## src/rtl/vliw_uart_pkg.sv

```systemverilog
`default_nettype none
// ============================================================================
//  Module      : vliw_uart_pkg
//  Description : Shared constants and FSM state types for the VLIW UART
//                front end (register map, STATUS bit positions, states).
//  Revision    : 1.0  initial release
// ============================================================================
package vliw_uart_pkg;

    // Bus register window
    localparam logic [1:0] UART_REG_DATA   = 2'd0;
    localparam logic [1:0] UART_REG_STATUS = 2'd1;
    localparam logic [1:0] UART_REG_DIV_LO = 2'd2;
    localparam logic [1:0] UART_REG_DIV_HI = 2'd3;

    // STATUS register bit positions
    localparam int STAT_RX_NONEMPTY = 0;
    localparam int STAT_TX_EMPTY    = 1;
    localparam int STAT_TX_FULL     = 2;
    localparam int STAT_TX_OVF      = 3;
    localparam int STAT_RX_OVR      = 4;

    typedef enum logic [1:0] {
        TX_IDLE   = 2'd0,
        TX_LAUNCH = 2'd1,
        TX_WAIT   = 2'd2
    } tx_state_t;

    typedef enum logic [0:0] {
        RX_IDLE = 1'b0,
        RX_ACK  = 1'b1
    } rx_state_t;

endpackage
`default_nettype wire

```

## src/rtl/vliw_sync_fifo.sv

```systemverilog
`default_nettype none
// ============================================================================
//  Module      : vliw_sync_fifo
//  Description : Single-clock FIFO with first-word-fall-through head output.
//                Pointers carry one extra wrap bit to separate full/empty.
//                A pop from a full FIFO lets a same-cycle push succeed.
//  Revision    : 1.0  initial release
// ============================================================================
module vliw_sync_fifo #(
    parameter int WIDTH = 8,
    parameter int DEPTH = 8
) (
    input  logic             clk,
    input  logic             rst,
    input  logic             push,
    input  logic             pop,
    input  logic [WIDTH-1:0] din,
    output logic             full,
    output logic             empty,
    output logic [WIDTH-1:0] head
);
    localparam int AW = $clog2(DEPTH);

    logic [WIDTH-1:0] r_mem [DEPTH];
    logic [AW:0]      r_wptr;
    logic [AW:0]      r_rptr;
    logic             w_do_push;
    logic             w_do_pop;

    assign empty     = (r_wptr == r_rptr);
    assign full      = (r_wptr[AW] != r_rptr[AW]) &&
                       (r_wptr[AW-1:0] == r_rptr[AW-1:0]);
    assign w_do_pop  = pop && !empty;
    assign w_do_push = push && (!full || w_do_pop);
    assign head      = r_mem[r_rptr[AW-1:0]];

    // Pointer update; reset discards all contents
    always_ff @(posedge clk) begin
        if (rst) begin
            r_wptr <= '0;
            r_rptr <= '0;
        end else begin
            if (w_do_push) r_wptr <= r_wptr + 1'b1;
            if (w_do_pop)  r_rptr <= r_rptr + 1'b1;
        end
    end

    // Storage write; slot contents need no reset since pointers guard them
    always_ff @(posedge clk) begin
        if (w_do_push) r_mem[r_wptr[AW-1:0]] <= din;
    end

endmodule
`default_nettype wire

```

## src/rtl/vliw_uart_ctrl.sv

```systemverilog
`default_nettype none
// ============================================================================
//  Module      : vliw_uart_ctrl
//  Description : CPU-facing front end for the vliw_uart core. TX/RX FIFOs,
//                baud divisor register and a 4-register bus window.
//  Revision    : 1.0  initial release
// ============================================================================
module vliw_uart_ctrl
    import vliw_uart_pkg::*;
#(
    parameter int          TX_DEPTH  = 8,
    parameter int          RX_DEPTH  = 8,
    parameter logic [15:0] DIV_RESET = 16'd103
) (
    input  logic        clk,
    input  logic        rst,
    input  logic [1:0]  addr,
    input  logic [7:0]  wdata,
    input  logic        we,
    input  logic        re,
    output logic [7:0]  rdata,
    output logic        irq,
    output logic [15:0] divisor,
    output logic [7:0]  uart_din,
    output logic        uart_start,
    input  logic        uart_busy,
    input  logic [7:0]  uart_dout,
    input  logic        uart_has_byte,
    output logic        uart_clr_hb
);
    tx_state_t   r_tx_state, w_tx_next;
    rx_state_t   r_rx_state, w_rx_next;

    logic        w_wr_data, w_rd_data, w_wr_stat;
    logic        w_tx_full, w_tx_empty, w_tx_pop;
    logic [7:0]  w_tx_head;
    logic        w_rx_full, w_rx_empty, w_rx_push;
    logic [7:0]  w_rx_head;
    logic        w_tx_ovf_set, w_rx_ovr_set;
    logic [7:0]  w_status;

    logic [7:0]  r_rdata;
    logic [15:0] r_divisor;
    logic [7:0]  r_uart_din;
    logic        r_uart_start;
    logic        r_clr_hb;
    logic        r_tx_ovf;
    logic        r_rx_ovr;

    assign w_wr_data = we && (addr == UART_REG_DATA);
    assign w_rd_data = re && (addr == UART_REG_DATA);
    assign w_wr_stat = we && (addr == UART_REG_STATUS);

    // A push into a full FIFO is lost unless the same cycle also pops it
    assign w_tx_ovf_set = w_wr_data && w_tx_full && !w_tx_pop;
    assign w_rx_ovr_set = w_rx_push && w_rx_full && !w_rd_data;

    always_comb begin
        w_status                   = 8'h00;
        w_status[STAT_RX_NONEMPTY] = !w_rx_empty;
        w_status[STAT_TX_EMPTY]    = w_tx_empty;
        w_status[STAT_TX_FULL]     = w_tx_full;
        w_status[STAT_TX_OVF]      = r_tx_ovf;
        w_status[STAT_RX_OVR]      = r_rx_ovr;
    end

    vliw_sync_fifo #(.WIDTH(8), .DEPTH(TX_DEPTH)) u_tx_fifo (
        .clk   (clk),
        .rst   (rst),
        .push  (w_wr_data),
        .pop   (w_tx_pop),
        .din   (wdata),
        .full  (w_tx_full),
        .empty (w_tx_empty),
        .head  (w_tx_head)
    );

    vliw_sync_fifo #(.WIDTH(8), .DEPTH(RX_DEPTH)) u_rx_fifo (
        .clk   (clk),
        .rst   (rst),
        .push  (w_rx_push),
        .pop   (w_rd_data),
        .din   (uart_dout),
        .full  (w_rx_full),
        .empty (w_rx_empty),
        .head  (w_rx_head)
    );

    // TX next state: launch from IDLE, then wait for busy to rise and fall
    always_comb begin
        w_tx_next = r_tx_state;
        w_tx_pop  = 1'b0;
        case (r_tx_state)
            TX_IDLE: begin
                if (!w_tx_empty) begin
                    w_tx_pop  = 1'b1;
                    w_tx_next = TX_LAUNCH;
                end
            end
            // busy lags start by two cycles; stay here until it is seen
            TX_LAUNCH: if (uart_busy)  w_tx_next = TX_WAIT;
            TX_WAIT:   if (!uart_busy) w_tx_next = TX_IDLE;
            default:   w_tx_next = TX_IDLE;
        endcase
    end

    // RX next state: capture once, then skip the cycle has_byte is still high
    always_comb begin
        w_rx_next = r_rx_state;
        w_rx_push = 1'b0;
        case (r_rx_state)
            RX_IDLE: begin
                if (uart_has_byte) begin
                    w_rx_push = 1'b1;
                    w_rx_next = RX_ACK;
                end
            end
            RX_ACK:  w_rx_next = RX_IDLE;
            default: w_rx_next = RX_IDLE;
        endcase
    end

    // FSM state registers and core handshake outputs
    always_ff @(posedge clk) begin
        if (rst) begin
            r_tx_state   <= TX_IDLE;
            r_rx_state   <= RX_IDLE;
            r_uart_start <= 1'b0;
            r_uart_din   <= 8'h00;
            r_clr_hb     <= 1'b0;
        end else begin
            r_tx_state   <= w_tx_next;
            r_rx_state   <= w_rx_next;
            r_uart_start <= w_tx_pop;
            r_clr_hb     <= w_rx_push;
            if (w_tx_pop) r_uart_din <= w_tx_head;
        end
    end

    // Register file: divisor halves, sticky flags (set beats clear), read data
    always_ff @(posedge clk) begin
        if (rst) begin
            r_divisor <= DIV_RESET;
            r_tx_ovf  <= 1'b0;
            r_rx_ovr  <= 1'b0;
            r_rdata   <= 8'h00;
        end else begin
            if (we && addr == UART_REG_DIV_LO) r_divisor[7:0]  <= wdata;
            if (we && addr == UART_REG_DIV_HI) r_divisor[15:8] <= wdata;
            if (w_wr_stat && wdata[STAT_TX_OVF]) r_tx_ovf <= 1'b0;
            if (w_wr_stat && wdata[STAT_RX_OVR]) r_rx_ovr <= 1'b0;
            if (w_tx_ovf_set) r_tx_ovf <= 1'b1;
            if (w_rx_ovr_set) r_rx_ovr <= 1'b1;
            if (re) begin
                case (addr)
                    UART_REG_DATA:   r_rdata <= w_rx_empty ? 8'h00 : w_rx_head;
                    UART_REG_STATUS: r_rdata <= w_status;
                    UART_REG_DIV_LO: r_rdata <= r_divisor[7:0];
                    default:         r_rdata <= r_divisor[15:8];
                endcase
            end
        end
    end

    assign rdata       = r_rdata;
    assign irq         = !w_rx_empty;
    assign divisor     = r_divisor;
    assign uart_din    = r_uart_din;
    assign uart_start  = r_uart_start;
    assign uart_clr_hb = r_clr_hb;

endmodule
`default_nettype wire

```

## config.mk

```make
export PLATFORM = sky130hd
export DESIGN_NAME = vliw_uart_ctrl
export DESIGN_NICKNAME = d
export VERILOG_FILES = /design/src/rtl/vliw_uart_pkg.sv /design/src/rtl/vliw_sync_fifo.sv /design/src/rtl/vliw_uart_ctrl.sv
export SDC_FILE = /design/constraint.sdc
export NUM_CORES = 1
export LEC_CHECK = 0
export ABC_AREA = 1
export ABC_CLOCK_PERIOD_IN_PS = 2900
export CORE_MARGIN = 2
export CORE_UTILIZATION = 55
export CTS_CLUSTER_SIZE = 28
export DETAILED_ROUTE_END_ITERATION = 10
export PLACE_DENSITY = 0.82
export SLEW_MARGIN = 30
export SYNTH_ARGS = -nofsm -noshare
export SYNTH_HDL_FRONTEND = slang
export SYNTH_SLANG_ARGS = --single-unit
export TNS_END_PERCENT = 5
```

## constraint.sdc

```tcl
create_clock -name clk -period 2.9 [get_ports clk]
set_clock_uncertainty 0.2 [all_clocks]
set_input_delay 0.58 -clock clk [delete_from_list [all_inputs] [get_ports clk]]
set_output_delay 0.58 -clock clk [all_outputs]
set_load 0.005 [all_outputs]
```

; Yosys cells after proc, flatten, opt, wreduce, memory -nomap -nowiden
; Memories as Yosys holds them, arrays and structs flattened. A register that Yosys moved wholly into a read port is not among the register bits.
; Index checks and enable logic that the tools add are counted.
[word_totals]
n_memories = 2
output_inout_bits = 35
mem_bits_rw = 128
ff_bits = 47
wordCells = 85
[classes]
muxes = 21
addsub = 4
reduce_logical = 30
n_bitwise = 1
n_eq_ne = 14
[memory_table]
columns = memory, depth, word_bits, rd, rd_ports_with_merged_regs, write_ports, line
row1 = u_rx_fifo.r_mem, 8, 8, 1, 1, 1, vliw_sync_fifo.sv:24  ; logic [WIDTH-1:0] r_mem [DEPTH];
row2 = u_tx_fifo.r_mem, 8, 8, 1, 1, 1, vliw_sync_fifo.sv:24
[op_table]
columns = op, n
row1 = $pmux 8 s3, 1
row2 = $logic_and 1x1->1, 17
row3 = $add 4x1->4 const B, 4
row4 = $mux 1, 12
row5 = $eq 4x4->1, 2
row6 = $mux 8, 1
row7 = $eq 2x2->1 const B, 3
row8 = $eq 3x3->1, 2
row9 = $logic_not 1->1, 6
row10 = $mux 2, 3
row11 = $mux 3, 2
row12 = $ne 2x2->1 const B, 3
row13 = $pmux 2 s3, 1
row14 = $eq 2x1->1 const B, 2
row15 = $logic_not 2->1, 2
row16 = $reduce_bool 2->1, 2
row17 = $reduce_and 3->1, 1
row18 = $logic_or 1x1->1, 2
row19 = $ne 1x1->1, 2
row20 = $pmux 1 s2, 1
row21 = $not 1->1, 1

; Logic depth before layout (Yosys ltp)
; Gate-level depths: netlist of run 1.
[logic_depth]
depth_word = 8
ltp_mapped = 13
depth_no_buf = 11

; Cells and area by module
; A second synthesis of run 1 with hierarchy kept.
[unflattened]
cells_unflattened = 779
area_unflattened_um2 = 7800.0
[modules_own_cells]
columns = module, n_inst, area_each_um2, cells_each
row1 = vliw_sync_fifo, 2, 3101.7, 275
row2 = vliw_uart_ctrl, 1, 1596.5, 229

; Worst setup path after synthesis of run 1
; Ideal clock, no wire load.
[synth_timing]
kind = input-to-reg
start = input port addr[1]
end = memory u_rx_fifo.r_mem[6][0] (enable)
cell_stages = 6
arrival_time_ps = 1995
path_buffers = 1
setup_slack_ps = 310
cell_sequence = buf_6 nor2_2 a21oi_1 nand2_1 nand2_2 nor4_1
[synth_between]
elab_chain_cells = 7
[synth_lines]
columns = element, line
row1 = start: declaration, vliw_uart_ctrl.sv:17  ; input logic [1:0] addr,
row2 = $logic_not 2->1, vliw_uart_ctrl.sv:51  ; assign w_rd_data = re && (addr == UART_REG_DATA);
row3 = $logic_and 1x1->1, vliw_uart_ctrl.sv:51
row4 = $logic_and 1x1->1, vliw_sync_fifo.sv:33  ; assign w_do_pop = pop && !empty;
row5 = $logic_or 1x1->1, vliw_sync_fifo.sv:34  ; assign w_do_push = push && (!full || w_do_pop);
row6 = $logic_and 1x1->1, vliw_sync_fifo.sv:34
row7 = $mux 1, vliw_sync_fifo.sv:50  ; if (w_do_push) r_mem[r_wptr[AW-1:0]] <= din;
row8 = $mux 1 (implied by the code), vliw_sync_fifo.sv:50
row9 = end: declaration, vliw_sync_fifo.sv:24
; No other way between the ends.

; Worst setup path after layout of run 1
[layout_timing]
start = register u_rx_fifo.r_wptr[0]
end = output port irq
[layout_between]
elab_chain_cells = 2
[layout_lines]
columns = element, line
row1 = start: declaration, vliw_sync_fifo.sv:25  ; logic [AW:0] r_wptr;
row2 = start signal: assignment, vliw_sync_fifo.sv:43  ; if (w_do_push) r_wptr <= r_wptr + 1'b1;
row3 = $eq 4x4->1, vliw_sync_fifo.sv:30  ; assign empty = (r_wptr == r_rptr);
row4 = $logic_not 1->1, vliw_uart_ctrl.sv:166  ; assign irq = !w_rx_empty;
row5 = end: declaration, vliw_uart_ctrl.sv:22  ; output logic irq,
; No other way between the ends.

==> results by group, run 1 <==
Min path
  – Min-delay worst type: flip-flop to flip-flop
  – Hold path cells: 1

Timing
  – Slew margin rel.: slightly below 60%
  – Max-slew violation count: 0
  – Unrepaired setup endpoints after global routing: no
  – Final setup fails: 0
  – Hold Fails Final Rpt: 0
  – Max Freq: 358 MHz
  – Setup TNS: 0 ns
  – Final worst-path cycle share: a little over nine tenths
  – Worst-margin pin slew: 0.632 ns
  – Clock period minus worst slack: about 2.8 ns
  – Minimum hold slack: 0.250 ns

Yosys
  – Netlist Area Pre-Place: 7780 um2
  – Syn_area_per_cell: roughly 10 um2
  – Post-Synth Simple-Gate Area: between 10% and 20%
  – Mapped Nets: 804
  – Register area share after synthesis: between 60% and 70%
  – Yosys Warn Count: 0
  – Largest family of logic cells by synthesized area: simple AND/OR/NAND/NOR gates
  – Netlist cell types: 33
  – Post-synthesis xor/xnor area fraction: less than 1%
  – Post-synthesis compound-gate area fraction: 10.4%
  – Gate Count Post-Synth: 776
  – Yosys reg bits: about 190
  – Post-synthesis adder-cell area fraction: 0.644%
  – Mux contribution to synthesized area: 0%

Global route
  – GR Overflow Total: 0
  – Total GRT Usage: between 20% and 30%
  – Vias in the first global route: roughly 5,700
  – First-pass GRT wire length: about 30,000 um
  – Initial antenna violation count: 0
  – Largest net degree at the start of global routing: 36

Clocking
  – Post-CTS setup buffers: 0
  – Total CTS buffers: 17
  – CTS max path bufs: 2
  – CTS root buf: clkbuf_16
  – CTS HTree Levels: 4
  – Clock Sinks: approximately 190
  – Clock transition at path regs: about 0.07 ns
  – CTS Hold Bufs: 0
  – TritonCTS clock tree: yes
  – Clock latency on the worst-skew pair: roughly 0.43 ns
  – Number of instances resized during post-cts repair: 0

Setup path
  – Worst Reg-to-Reg Cells: 12
  – Worst setup EP type: output port
  – CP Launch Type: flip-flop
  – Crit Path Category: flip-flop to output port
  – Critical Path AT: ~2.0 ns
  – Crit-path max FO: 9
  – Worst Path Required: approximately 2.1 ns

Die
  – Io pins: 59
  – Die span in y: between 100 and 150 um
  – Initial Util: between 50% and 60%
  – Die area: 15,100 um2
  – Site row count: 43
  – CORE AREA: 13,800 um2
  – Die X: between 100 and 150 um

Detailed routing
  – Vias/cell: about 5.7
  – 1st-iter DRT viols: about 670
  – Post-Route WL: 19,000 um
  – DR WL/cell: around 18 um
  – Detail Route Antenna Nets: 0
  – DRT Pass-1 Iters: 5
  – Via Count: between 5,000 and 6,000
  – # DRC: 0

Power and ir drop
  – Worst VDD drop: between 400 and 500 uV
  – Total power: 6630 uW
  – P_leak: around 0.0036 uW
  – Power Dens Cells: just over 700 nW/um2

Placement
  – Post-DP HPWL: ~13,000 um
  – Placed Instance Area: between 8000 and 9000 um2
  – Placed cells: ~1,000
  – Gpl congestion: around 0.89
  – PortBufs: between 50 and 60

Run
  – Max Cap Violations: 0

Final layout
  – Share of layout cells above drive strength 1: between 10% and 20%
  – Antenna cells: 0
  – Commonest non-fill, non-tap cells in the layout: 165 x nand2_1, 128 x edfxtp_1, 87 x nor2_1, 76 x o21ai_0
  – P&R area growth vs syn: 18.3%
  – Post-route cell area: just over 9000 um2
  – Fill cells: approximately 1,000
  – Finished Layout Cells: roughly 1,000
  – Final #Nets: between 800 and 900
  – Most common cell after layout, fill and taps aside: nand2_1

Outcome
  – Status: finished, final reports clean
-- kinds of logic after synthesis --
group                    Yosys count
AND/OR/NAND/NOR                  330
flip-flops                       185
XOR/XNOR                           8
AO/OA/AOI/OAI                    143
adder cells (fa/ha/maj)            4
buffers and inverters            106
-- worst max-delay path: stages, from the launching register on --
cell and delay (ns):
dfxtp_1 0.55, xnor2_1 0.17, nand2_1 0.10, nor2_2 0.23
inv_1 0.07, clkdlybuf4s50_1 0.45
-- layer usage --
| metal | share of wire [%] | wire, um | track usage, % | vias up |
|---|---|---|---|---|
| li1 | - | - | - | 2759 |
| met5 | 0 | 0 | 0 | - |
| met1 | 39 | 7430 | 32.6 | 2858 |
| met2 | 52 | 9850 | 46.5 | 247 |
| met3 | 6.6 | 1240 | 4.01 | 35 |
| met4 | 2.3 | 431 | 9.99 | 0 |
-- report_power, final --
part / leakage, uW / internal (uW) / switching (uW)
sequential: 0.00162 / 2940 / 77.2
combinational: 0.00164 / 439 / 764
clock: 0.000307 / 1380 / 1030
total: 0.00357 / 4760 / 1870
-- final timing paths --
kind	start	end	slack [ns]
max	u_rx_fifo.r_wptr[0]	irq	0.11
min	r_tx_state[0]	r_tx_state[1]	0.25
max reg2reg	u_tx_fifo.r_rptr[0]	u_tx_fifo.r_mem[6][2]	0.74
min reg2reg	r_tx_state[0]	r_tx_state[1]	0.25
-- stage by stage --
step | utilization, % | setup WS [ns]
after CTS | 66.5 | 0.0922
final | 66.5 | 0.110
after global placement | 62.1 | 0.256
after floorplan | - | 0.310
after global routing | 66.5 | 0.00883
after detailed placement | 62.1 | 0.208
-- synthesized netlist by cell type (all sizes together) --
| library cell | instances | area [um2] |
|---|---|---|
| nand2 | 174 | 681 |
| edfxtp | 128 | 3840 |
| nor2 | 95 | 382 |
| o21ai | 85 | 425 |
| inv | 68 | 265 |
| dfxtp | 57 | 1140 |
| nand3 | 54 | 270 |
| a21oi | 40 | 215 |
| buf | 26 | 180 |
| clkbuf | 10 | 37.5 |
| o211a | 8 | 80.1 |
| o221ai | 6 | 52.6 |
| xor2 | 5 | 43.8 |
| ha | 4 | 50.1 |
| nor3 | 4 | 20.0 |
| a221oi | 3 | 26.3 |
| xnor2 | 3 | 26.3 |
| clkinv | 2 | 7.51 |
| nand4 | 1 | 6.26 |
| nor4 | 1 | 6.26 |
| o31ai | 1 | 7.51 |
| or3b | 1 | 8.76 |
-- final cells by class --
| class | count | area, um2 | share of cell area, % |
|---|---|---|---|
| clock inverters | 15 | 189 | 2.05 |
| flip-flops and latches | 185 | 4980 | 54.2 |
| clock buffers | 17 | 425 | 4.63 |
| well taps | 180 | 225 | 2.45 |
| inverters | 70 | 273 | 2.97 |
| repair buffers | 87 | 798 | 8.68 |
| multi-input cells | 485 | 2300 | 25.0 |
-- sequential cells by signal, indices dropped and copies added (netlist names), named ones only --
signal / flops
r_rx_state: 1
r_tx_state: 2
rdata: 8
uart_start: 1
u_tx_fifo.r_mem: 64
r_tx_ovf: 1
r_rx_ovr: 1
u_rx_fifo.r_wptr: 4
uart_din: 8
u_rx_fifo.r_rptr: 4
u_tx_fifo.r_wptr: 4
u_tx_fifo.r_rptr: 4
divisor: 16
u_rx_fifo.r_mem: 64
Note: power is estimated with default switching activity, not from simulation.
==> run 2: changes to the inputs <==
Settings changed: ABC_CLOCK_PERIOD_IN_PS 2900 to 2610.
Clock period 2.9 ns to 2.61 ns, I/O delays scaled along.
==> run 2 against run 1 <==
Effect of this change: power up 11%; core utilization up 0.16 points; hold slack better by 0.014 ns; via count down 1.1%; final area up 0.24%; critical path depth unchanged; clock power up 10%; sequential power up 11%; die area unchanged.
==> results by group, run 2 (synthesis gave the netlist of run 1 again) <==
Timing
  – Hold Fails Final Rpt: 0 (unchanged)
  – Final setup fails: 0 (unchanged)
  – Max-slew violation count: 0 (unchanged)
  – Minimum hold slack: 0.264 ns (+0.0137 ns)
  – Clock period minus worst slack: around 2.5 ns
  – Worst-margin pin slew: 0.622 ns (-0.0102 ns)
  – Final worst-path cycle share: slightly below 100%
  – Final worst slack: 0.0732 ns (-0.0368 ns)
  – Slew margin rel.: 58.4% (+0.68 points)
  – Max Freq: between 300 and 400 MHz

Die
  – Initial Util: 56.2% (unchanged)
  – Die area: 15,100 um2 (unchanged)
  – Io pins: 59 (unchanged)
  – Site row count: 43 (unchanged)
  – Die span in y: 123 um (unchanged)
  – CORE AREA: 13,800 um2 (unchanged)
  – Die X: 123 um (unchanged)

Setup path
  – Critical Path AT: 1.81 ns (-0.20 ns)
  – Crit-path max FO: 9 (unchanged)
  – Worst setup path endpoint: irq
  – Worst setup EP type: output port
  – Worst Reg-to-Reg Cells: 12 (unchanged)
  – Stages on worst setup path: 5 (unchanged)
  – CP Launch Type: flip-flop
  – Worst Path Required: 1.89 ns (-0.23 ns)
  – Crit Path Category: flip-flop to output port
  – Reg2Reg Capture Point: u_tx_fifo.r_mem[6][2]
  – Peak per-stage delay on the critical path: 0.46 ns (-0.09 ns)
  – CP Cell Sequence: xnor2_1 -> nand2_1 -> nor2_4 -> inv_1 -> clkdlybuf4s50_1
  – Family with the most delay on the worst path: buffers and inverters
  – R2R Setup Slk: 0.49 ns (-0.25 ns)
  – Worst reg2reg startpoint: u_tx_fifo.r_rptr[0]
  – Worst path slowest cell: dfxtp_2
  – Crit. Startpoint: u_rx_fifo.r_wptr[0]
  – WP buf/inv: 2 (unchanged)

Power and ir drop
  – P_leak: 0.00357 uW (about the same)
  – Power Dens Cells: 798 nW/um2 (+11%)
  – Worst VDD drop: 647 uV (+48%)

Placement
  – Placed Instance Area: 8600 um2 (+0.18%)
  – PortBufs: 58 (unchanged)
  – Pre-CTS setup slack: 0.0365 ns (-0.171 ns)
  – Gpl congestion: 0.849 (-4.4%)
  – Placed cells: 1,009 (+0.20%)
  – Post-DP HPWL: 12,600 um (-1.4%)

Final layout
  – Commonest non-fill, non-tap cells in the layout: 165 x nand2_1, 128 x edfxtp_1, 87 x nor2_1, 76 x o21ai_0
  – Fill cells: 1,009 (-1.9%)
  – Share of layout cells above drive strength 1: 10.9% (+0.32 points)
  – Final #Nets: 876 (+0.23%)
  – Antenna cells: 0 (unchanged)
  – Post-route cell area: 9220 um2 (+0.24%)
  – Most common cell after layout, fill and taps aside: nand2_1
  – Finished Layout Cells: 1,041 (+0.19%)
  – P&R area growth vs syn: 18.6%

Outcome
  – Status: finished, final reports clean

Global route
  – Largest net degree at the start of global routing: 37 (+2.8%)
  – First-pass GRT wire length: 29,500 um (-0.26%)
  – Total GRT Usage: 26.5% (+0.16 points)
  – Vias in the first global route: 5,748 (+0.98%)
  – GR Overflow Total: 0 (unchanged)
  – Initial antenna violation count: 0 (unchanged)

Detailed routing
  – DR WL/cell: 17.8 um (-2.5%)
  – Detail Route Antenna Nets: 0 (unchanged)
  – Post-Route WL: 18,500 um (-2.3%)
  – Vias/cell: 5.60 (-1.3%)
  – # DRC: 0 (unchanged)
  – DRT Pass-1 Iters: 6 (+1)
  – 1st-iter DRT viols: 563 (-16%)
  – Via Count: 5,834 (-1.1%)

Clocking
  – Clock transition at path regs: 0.07 ns (about the same)
  – CTS Hold Bufs: 0 (unchanged)
  – Clock Sinks: 185 (unchanged)
  – CTS root buf: clkbuf_16
  – CTS HTree Levels: 4 (unchanged)
  – CTS max path bufs: 2 (unchanged)
  – Total CTS buffers: 17 (unchanged)
  – Clock latency on the worst-skew pair: 0.43 ns (about the same)
  – TritonCTS clock tree: yes

Run
  – Max Cap Violations: 0 (unchanged)

Min path
  – Min-delay worst type: flip-flop to flip-flop
  – Hold wc startpoint: r_tx_state[1]
## run 2: cell types whose count changed in the layout (fill, tap and decap cells not counted), sizes merged
cell	previous run	this run
buf	29	31
clkinv	7	6
clkinvlp	0	3
inv	75	73
## run 2: layout make-up
class / instances / area (um2) / area share (%)
timing repair buffer: 89 / 813 / 8.82
tap: 180 / 225 / 2.44
multi-input combinational: 485 / 2310 / 25.0
clock inverter: 15 / 190 / 2.06
clock buffer: 17 / 425 / 4.61
inverter: 70 / 273 / 2.96
sequential: 185 / 4990 / 54.1
## run 2: what timing repair did
| action | CTS | global route |
|---|---|---|
| setup endpoints to repair | 1 | 1 |
| resized for setup | 1 | 1 |
| setup buffers | 0 | 0 |
## run 2: through the flow
step | utilization [%] | TNS (ns) | total power [uW]
final | 66.7 | 0 | 7360
after global routing | 66.7 | -0.0106 | 7680
after CTS | 66.6 | 0 | 7370
after detailed placement | 62.2 | 0 | 4730
after global placement | 62.2 | 0 | 4690
after floorplan | - | 0 | 4280
## run 2: power breakdown
part	internal (uW)	leakage [uW]	switching [uW]
sequential	3260	0.00162	86.6
clock	1530	0.000293	1140
combinational	489	0.00165	852
total	5280	0.00357	2080
## run 2: metal layers
metal,up-vias,track usage (%),part of all wire (%)
met1,2793,32.4,38
met3,41,5.35,7.5
met5,-,0,0
met4,0,11.9,3.0
li1,2758,-,-
met2,242,45.3,52
## run 2: worst min-delay path by stage
stage / endpoint / slack (ns) / cells past startpoint
3_5_place_dp: r_tx_state[1] / 0.26 / 1
2_1_floorplan: r_tx_state[1] / 0.22 / 1
4_1_cts: r_tx_state[1] / 0.27 / 1
3_3_place_gp: r_tx_state[1] / 0.23 / 1
5_1_grt: r_tx_state[1] / 0.29 / 1
6_report: r_tx_state[1] / 0.26 / 1
==> run 3: changes to the inputs <==
Settings changed: ABC_CLOCK_PERIOD_IN_PS 2610 to 3000.
Clock period 2.61 ns to 3 ns, I/O delays scaled along.
==> run 3 against run 2 <==
Effect of this change: die area unchanged; largest power group unchanged; flip-flop and latch count unchanged; critical endpoint unchanged; sequential share of layout area about the same; global-route usage decreased by 0.097 points.
==> results by group, run 3 (synthesis gave the netlist of run 1 again) <==
Power and ir drop
  – P_leak: 0.00357 uW (+0.21%)
  – Worst VDD drop: 607 uV (-6.1%)
  – Power Dens Cells: 702 nW/um2 (-12%)

Run
  – Max Cap Violations: 0 (unchanged)

Setup path
  – Worst setup EP type: output port
  – Worst Path Required: 2.20 ns (+0.31 ns)
  – R2R Setup Slk: 0.84 ns (+0.35 ns)
  – Critical Path AT: 1.99 ns (+0.18 ns)
  – Crit Path Category: flip-flop to output port
  – Worst reg2reg startpoint: u_tx_fifo.r_rptr[2]
  – Crit-path max FO: 9 (unchanged)
  – Worst Reg-to-Reg Cells: 10 (-2)
  – Reg2Reg Capture Point: u_tx_fifo.r_rptr[0]
  – CP Launch Type: flip-flop

Detailed routing
  – Detail Route Antenna Nets: 0 (unchanged)
  – Via Count: 5,877 (+0.74%)
  – 1st-iter DRT viols: 629 (+12%)
  – DRT Pass-1 Iters: 7 (+1)
  – DR WL/cell: 18.3 um (+2.7%)
  – # DRC: 0 (unchanged)
  – Post-Route WL: 19,000 um (+2.5%)
  – Vias/cell: 5.66 (+0.93%)

Die
  – Io pins: 59 (unchanged)
  – CORE AREA: 13,800 um2 (unchanged)
  – Die X: 123 um (unchanged)
  – Die area: 15,100 um2 (unchanged)
  – Initial Util: 56.2% (unchanged)
  – Die span in y: 123 um (unchanged)
  – Site row count: 43 (unchanged)

Timing
  – Max-slew violation count: 0 (unchanged)
  – Worst-margin pin slew: 0.642 ns (+0.0201 ns)
  – Clock period minus worst slack: 2.79 ns
  – Hold Fails Final Rpt: 0 (unchanged)
  – Final setup fails: 0 (unchanged)
  – Max Freq: ~360 MHz
  – Unrepaired setup endpoints after global routing: no
  – Final worst-path cycle share: 93.1%
  – Final worst slack: 0.206 ns (+0.133 ns)
  – Minimum hold slack: 0.246 ns (-0.0180 ns)
  – Slew margin rel.: 57.1% (-1.3 points)
  – Setup TNS: 0 ns (unchanged)

Final layout
  – Post-Route Utilization: 66.6% (about the same)
  – Fill cells: 1,025 (+1.6%)
  – Final #Nets: 874 (-0.23%)
  – Post-route cell area: 9210 um2 (about the same)
  – Commonest non-fill, non-tap cells in the layout: 165 x nand2_1, 128 x edfxtp_1, 87 x nor2_1, 76 x o21ai_0
  – Antenna cells: 0 (unchanged)
  – P&R area growth vs syn: 18.5% (about the same)
  – Share of layout cells above drive strength 1: 10.6% (-0.32 points)
  – Most common cell after layout, fill and taps aside: nand2_1

Outcome
  – Status: finished, final reports clean

Clocking
  – CTS HTree Levels: 4 (unchanged)
  – Clock latency on the worst-skew pair: 0.43 ns (about the same)
  – Clock Sinks: 185 (unchanged)
  – TritonCTS clock tree: yes
  – CTS max path bufs: 2 (unchanged)
  – CTS root buf: clkbuf_16
  – CTS Hold Bufs: 0 (unchanged)
  – Number of instances resized during post-cts repair: 0 (-1)
  – Post-CTS setup buffers: 0 (unchanged)
  – Total CTS buffers: 17 (unchanged)
  – Clock transition at path regs: 0.07 ns (about the same)

Min path
  – Hold worst-path end: r_tx_state[1]
  – Hold path cells: 1 (unchanged)
  – Hold wc startpoint: r_tx_state[0]
  – Min-delay worst type: flip-flop to flip-flop

Placement
  – Post-DP HPWL: 12,700 um (+1.2%)
  – PortBufs: 58 (unchanged)
  – Gpl congestion: 0.888 (+4.6%)
  – Pre-CTS setup slack: 0.301 ns (+0.265 ns)
  – Placed Instance Area: 8580 um2 (-0.17%)

Global route
  – Total GRT Usage: 26.4% (-0.097 points)
  – Initial antenna violation count: 0 (unchanged)
  – GR Overflow Total: 0 (unchanged)
  – Largest net degree at the start of global routing: 36 (-2.7%)
  – First-pass GRT wire length: 29,400 um (-0.14%)
  – Vias in the first global route: 5,656 (-1.6%)
==> run 3: cell types whose count changed in the layout (fill, tap and decap cells not counted) <==
cell	before	now
clkinvlp_4	3	0
inv_8	1	4
buf_4	31	29
clkinv_2	1	0
dfxtp_1	56	57
dfxtp_2	1	0
inv_6	6	7
nor2_2	6	7
nor2_4	2	1
==> run 3: worst max-delay path, stage by stage, from the launching register on <==
cell and delay (ns):
dfxtp_1 0.54, xnor2_1 0.17, nand2_1 0.10, nor2_2 0.24
inv_1 0.07, clkdlybuf4s50_1 0.45
==> run 3: power breakdown <==
group | total, uW | internal, uW | switching [uW]
combinational | 1160 | 424 | 740
sequential | 2910 | 2840 | 74.0
clock | 2390 | 1350 | 1040
total | 6470 | 4610 | 1860
==> run 3: final cells by class <==
| cell class | count | area, um2 | area share, % |
|---|---|---|---|
| Tap cell | 180 | 225 | 2.44 |
| Inverter | 70 | 273 | 2.96 |
| Timing Repair Buffer | 87 | 798 | 8.66 |
| Sequential cell | 185 | 4980 | 54.1 |
| Clock buffer | 17 | 425 | 4.62 |
| Multi-Input combinational cell | 485 | 2300 | 25.0 |
| Clock inverter | 15 | 205 | 2.23 |
==> run 3: worst max path at each step <==
stage | startpoint | endpoint | slack (ns) | cells past startpoint
finish | u_rx_fifo.r_wptr[0] | irq | 0.21 | 5
global route | u_rx_fifo.r_wptr[0] | irq | 0.10 | 5
CTS | u_rx_fifo.r_wptr[0] | irq | 0.21 | 5
detailed placement | addr[0] | u_tx_fifo.r_mem[6][3] | 0.30 | 9
global placement | addr[0] | u_tx_fifo.r_mem[6][6] | 0.33 | 9
floorplan | addr[1] | u_rx_fifo.r_mem[6][0] | 0.39 | 6
==> run 3: layer usage <==
layer	vias up	wire length [um]	GRT usage [%]
li1	2764	-	-
met1	2786	7370	32.2
met2	282	9610	44.4
met3	45	1370	6.41
met4	0	630	12.1
met5	-	0	0
==> run 3: through the flow <==
stage	power, uW	instances
after global routing	6720	1039
after detailed placement	4110	1007
after global placement	4080	1007
final	6470	1039
after floorplan	3720	776
after CTS	6470	1039
